==> src/rtl/logic_pipe.sv <==
// logic_pipe: bitwise AND/OR/XOR/NOR unit with an accumulator and a 2-entry result FIFO
module logic_pipe #(
  parameter int WIDTH = 32
) (
  input  logic             clock,
  input  logic             reset_n,
  input  logic             in_valid,
  output logic             in_ready,
  input  logic [1:0]       op,
  input  logic             acc_sel,
  input  logic             acc_clear,
  input  logic [WIDTH-1:0] data_operandA,
  input  logic [WIDTH-1:0] data_operandB,
  output logic             out_valid,
  input  logic             out_ready,
  output logic [WIDTH-1:0] data_result,
  output logic             zero
);
  logic [1:0]       cnt;
  logic [WIDTH-1:0] acc, a, res, second_data;
  logic             second_zero, push, pop, to_head;
  assign in_ready  = reset_n && (cnt < 2'd2);
  assign out_valid = cnt != 2'd0;
  assign push      = in_valid && in_ready;
  assign pop       = out_valid && out_ready;
  assign a         = acc_sel ? acc : data_operandA;
  // new result goes straight to head when the FIFO is empty or its only entry is leaving
  assign to_head   = cnt == 2'd0 || (cnt == 2'd1 && pop);
  always_comb
    res = op == 2'b00 ? a & data_operandB :
          op == 2'b01 ? a | data_operandB :
          op == 2'b10 ? a ^ data_operandB : ~(a | data_operandB);
  always_ff @(posedge clock or negedge reset_n)
    if (!reset_n) begin
      cnt         <= '0;
      acc         <= '0;
      data_result <= '0;
      zero        <= 1'b0;
      second_data <= '0;
      second_zero <= 1'b0;
    end else begin
      cnt <= cnt + {1'b0, push} - {1'b0, pop};
      acc <= acc_clear ? '0 : push ? res : acc;
      if (push && to_head) begin
        data_result <= res;
        zero        <= res == '0;
      end else if (pop && cnt == 2'd2) begin
        data_result <= second_data;
        zero        <= second_zero;
      end
      if (push && !to_head) begin
        second_data <= res;
        second_zero <= res == '0;
      end
    end
endmodule

==> config.mk <==
export PLATFORM = sky130hd
export DESIGN_NAME = logic_pipe
export DESIGN_NICKNAME = d
export VERILOG_FILES = /design/src/rtl/logic_pipe.sv
export SDC_FILE = /design/constraint.sdc
export NUM_CORES = 1
export LEC_CHECK = 0
export ABC_AREA = 1
export ABC_CLOCK_PERIOD_IN_PS = 4600
export CORE_MARGIN = 2
export CORE_UTILIZATION = 60
export CTS_BUF_LIST = sky130_fd_sc_hd__clkbuf_8 sky130_fd_sc_hd__clkbuf_16
export DETAILED_ROUTE_END_ITERATION = 10
export HOLD_SLACK_MARGIN = 0.12
export PLACE_DENSITY_LB_ADDON = 0.08
export SLEW_MARGIN = 5
export SYNTH_ARGS = -nofsm -noshare
export SYNTH_HDL_FRONTEND = slang
export SYNTH_SLANG_ARGS = --single-unit
==> constraint.sdc <==
create_clock -name clock -period 4.6 [get_ports clock]
set_input_delay 1.38 -clock clock [delete_from_list [all_inputs] [get_ports clock]]
set_output_delay 1.38 -clock clock [all_outputs]
set_load 0.1 [all_outputs]
# [Yosys cells after proc, flatten, opt, wreduce, memory -nomap -nowiden]
# Index checks and enable logic that the tools add are counted.
[word_totals] reg_bits=100 out_inout_bits=35 input_bits=72
[classes] muxes=10 order_cmp=1 addsub=2 n_reduce_logical=15 bitwise=4 n_eq_ne=4
[op_table] op="two-way mux 32 bit" n=8
[op_table] op="bitwise AND 32 bit" n=1
[op_table] op="zero test 32 bit" n=1
[op_table] op="inverter 32 bit" n=1
[op_table] op="OR 32 bit" n=1
[op_table] op="XOR 32 bit" n=1
[op_table] op="logical AND 1 bit" n=7
[op_table] op="nonzero test 2 bit" n=3
[op_table] op="equality test 2 x 1 -> 1 bit (second input constant)" n=2
[op_table] op="equality test 2 bit (second input constant)" n=2
[op_table] op="zero test 2 bit" n=2
[op_table] op="adder 2 x 1 -> 2 bit" n=1
[op_table] op="less-than comparator 2 bit (second input constant)" n=1
[op_table] op="two-way mux 1 bit" n=2
[op_table] op="subtractor 2 x 1 -> 2 bit" n=1
[op_table] op="zero test 1 bit" n=1
[op_table] op="logical OR 1 bit" n=1

# [Depth between registers and ports, before layout]
[depth] word_depth=8 mapped_depth=17 ltp_nobuf=16

# [Worst setup path after synthesis]
# Ideal clock, no wire load.
[synth_timing] path_type="input to output" startpoint="input port reset_n" endpoint="output port in_ready" path_buffers=0 t_arrival_ns=2.687 required_ns=3.220 path_slack_ns=0.533 path_stages=2 cell_sequence="inv_1 > nor2_1"
[synth_between] elab_chain_cells=1
[synth_rtl] item="start: declaration" line="6" text="input logic reset_n,"
[synth_rtl] item="logical AND 1 bit" line="22" text="assign in_ready = reset_n && (cnt < 2'd2);"
[synth_rtl] item="end: declaration" line="8" text="output logic in_ready,"
# No other way between the ends.

# [Worst setup path after layout]
[layout_timing] startpoint="input port op[1]" endpoint="register zero"
[layout_between] elab_chain_cells=6 word_cells_on_any_way=8 classes_between="2 x eq/ne; 4 x mux; 2 x reduce/logical"
[layout_rtl] item="start: declaration" line="9" text="input logic [1:0] op,"
[layout_rtl] item="equality test 2 bit" line="32" text="op == 2'b10 ? a ^ data_operandB : ~(a | data_operandB);"
[layout_rtl] item="two-way mux 32 bit" line="32"
[layout_rtl] item="two-way mux 32 bit" line="31" text="op == 2'b01 ? a | data_operandB :"
[layout_rtl] item="two-way mux 32 bit *" line="30" text="res = op == 2'b00 ? a & data_operandB :"
[layout_rtl] item="zero test 32 bit *" line="46" text="zero <= res == '0;"
[layout_rtl] item="two-way mux 1 bit *" line="44" text="if (push && to_head) begin"
[layout_rtl] item="end signal: assignment" line="49" text="zero <= second_zero;"
[layout_rtl] item="end: declaration" line="17" text="output logic zero"
# Every way passes the cells marked *; elsewhere a longest branch is shown, timed or not.
# A chain may end at the register's enable or synchronous reset.

==> results.ini <==
[pwr]
power.leakage_nw=4.573
total_power_mw=4.201
powerDensity_nw_per_um2=490.5
ir_drop_mv=0.6690

[finish]
final_cell_mix=nand2_1, inv_1, nor2_1
final_common_cell=nand2_1
fillers=927
n_antenna_cell=0
syn_to_final_growth_pct=21.58
post-route-cell-area_sq_um=8564
layoutNonFillerInstCount=1225
fin_util_pct=75.01
drive_gt1_share_pct=5.083
nets=1247

[grt]
grtUsageTotal_pct=29.22
grt-ovfl-total=0
grt_pass1_vias=5936
grt_antenna_before_repair=0
grt_max_degree=66
grt_pass1_wl_mm=29.37

[drt]
post_drt_wl_per_cell_um=14.47
route.met3.wl_mm=1.352
wl_met2_mm=7.780
via_per_inst=5.239
drt_first_iter_violations=490
drtAntennaViolNets=0
highest_layer=met4
drcViolationCount=0
first_pass_iters=5
wl_met1_mm=8.231
num_vias=6418
routed_wl_mm=17.73

[die]
core_area_sq_um=11420
die_w_um=112.4
ioPinCount=107
start_util_pct=61.69
die_area_sq_um=12620
floorplan.rows=39
die_h_um=112.4

[worst_setup_path]
end_kind=flop
crit_path_end=zero$_DFFE_PN0P_
crit_start=op[1]
reg2reg_from=acc[21]$_DFFE_PN0P_
critPathMaxFanout=21
reg2reg_depth=15
startpoint_type=input pin
cp.arrival_ps=3880
r2r_end=zero$_DFFE_PN0P_
r2r_slack_ps=2380
crit_type=input pin to flop
crit_required_ps=4900

[clock_network]
cts_resized=0
clock-sinks=100
cts_tree=built
cts_buffers=9
postCtsSetupBuffers=0
clkLatencyLatePin_ps=350
clk_pin_slew_ps=70
cts_buffer_depth=2
cts_max_level=3
cts_root_buffer=clkbuf_16
postCtsHoldBufs=0

[logic_synthesis]
ys_seq_elements=100
syn_area_sq_um=7044
synth_top_cell_area_share_pct=35.52
synth_nets=1150
synth.largest_area_cell=dfrtp_1
yosys.cell_types.count=24
yosysWarnings=0
yosys-top-cells-area=dfrtp_1, ha_1, nand2_1
syn_inst=980
avgSynthCellArea_sq_um=7.188
yosysSeqAreaShare_pct=35.52

[job]
drv_cap=0

[timing]
final_hold_viol_count=0
final_max_slew_viol_count=0
setup_viol_count_final=0
relSlewSlack_pct=33.89
finalCritPeriodShare_pct=77.80
tightest_slew_ps=988.6
rsz0062_at_grt=no
finalCriticalPeriod_ps=3579
fmax_mhz=279.4
clock_skew_ps=10.46
fin_tns_setup_ps=0

[place]
place_hpwl_mm=12.73
place_congestion=0.9385
port_buffers=106
placed_area_sq_um=8289
dp_cells=1209

[worst_hold_path]
min_path_type=flop to flop

[status]
status=completed

==> through the flow <==
step | worst slack, ps | hold WS (ps)
after floorplan | 532.6 | 449.5
after global placement | 745.5 | 465.5
after detailed placement | 688.9 | 472.0
after CTS | 1044 | 489.7
after global routing | 698.5 | 512.3
final | 1021 | 483.5
==> logic make-up (layout without fill, tap and decap cells) <==
| family | Yosys count | in the layout | share of synthesized area [%] |
|---|---|---|---|
| AOI/OAI and AO/OA | 173 | 173 | 13.55 |
| adders and majority gates | 98 | 98 | 17.41 |
| xor gates and xnor gates | 2 | 2 | 0.2487 |
| DFF | 100 | 100 | 35.52 |
| buffers and inverters | 231 | 333 | 12.52 |
| and+or+nand+nor | 376 | 376 | 20.75 |
==> synth_stat cells (all sizes together) <==
master,instances
xor2,1
nand3b,4
a21oi,24
ha,98
or2,2
inv,187
nand3,7
buf,8
xnor2,1
nand2,235
o21a,1
nor2,127
o211ai,17
dfrtp,100
o21ai,98
a22o,1
nor3,1
clkbuf,36
o22ai,32
==> how the worst min path moves through the flow <==
stage | start | to | slack [ps] | cells after the start
floorplan | second_zero$_DFFE_PN0P_ | second_zero$_DFFE_PN0P_ | 450 | 2
global placement | second_data[23]$_DFFE_PN0P_ | second_data[23]$_DFFE_PN0P_ | 470 | 2
detailed placement | data_result[20]$_DFFE_PN0P_ | data_result[20]$_DFFE_PN0P_ | 470 | 2
CTS | data_result[20]$_DFFE_PN0P_ | data_result[20]$_DFFE_PN0P_ | 490 | 2
global route | data_result[18]$_DFFE_PN0P_ | data_result[18]$_DFFE_PN0P_ | 510 | 2
finish | data_result[20]$_DFFE_PN0P_ | data_result[20]$_DFFE_PN0P_ | 480 | 2
==> area by class of cell <==
| class | count | area, sq um | area share, % |
|---|---|---|---|
| Clock buffer | 9 | 225.2 | 2.630 |
| Clock inverter | 7 | 50.05 | 0.5844 |
| Inverter | 187 | 701.9 | 8.196 |
| Multi-Input combinational cell | 649 | 3662 | 42.76 |
| Sequential cell | 100 | 2502 | 29.22 |
| Tap cell | 143 | 178.9 | 2.089 |
| Timing Repair Buffer | 130 | 1244 | 14.52 |
==> critical path, cell delays in order <==
cell and delay [ps]:
clkdlybuf4s50_1 640, inv_2 210, nor2_4 480, buf_4 220, nand2_1 40, nand2_1 60
inv_1 40, a21oi_1 290, nand2_1 90, nor2_1 110, nand2_1 50, nor2_1 120
nand3_1 90, nand2_1 60
==> registers in the layout (all words and copies together), names as in the netlist <==
signal,flops
acc,32
data_result,32
second_zero,1
second_data,32
zero,1
cnt,2
==> power breakdown <==
part | switching [mW] | total [mW] | internal (mW)
clock | 0.351 | 0.720 | 0.369
sequential | 0.155 | 1.31 | 1.16
combinational | 1.59 | 2.17 | 0.573
total | 2.10 | 4.20 | 2.10
==> routing by layer <==
| metal | up-vias | global-route usage, % |
|---|---|---|
| met3 | 27 | 4.806 |
| met5 | - | 0 |
| met1 | 2919 | 42.42 |
| met2 | 268 | 45.22 |
| met4 | 0 | 9.106 |
| li1 | 3204 | - |
(Power assumes the default switching activity.)
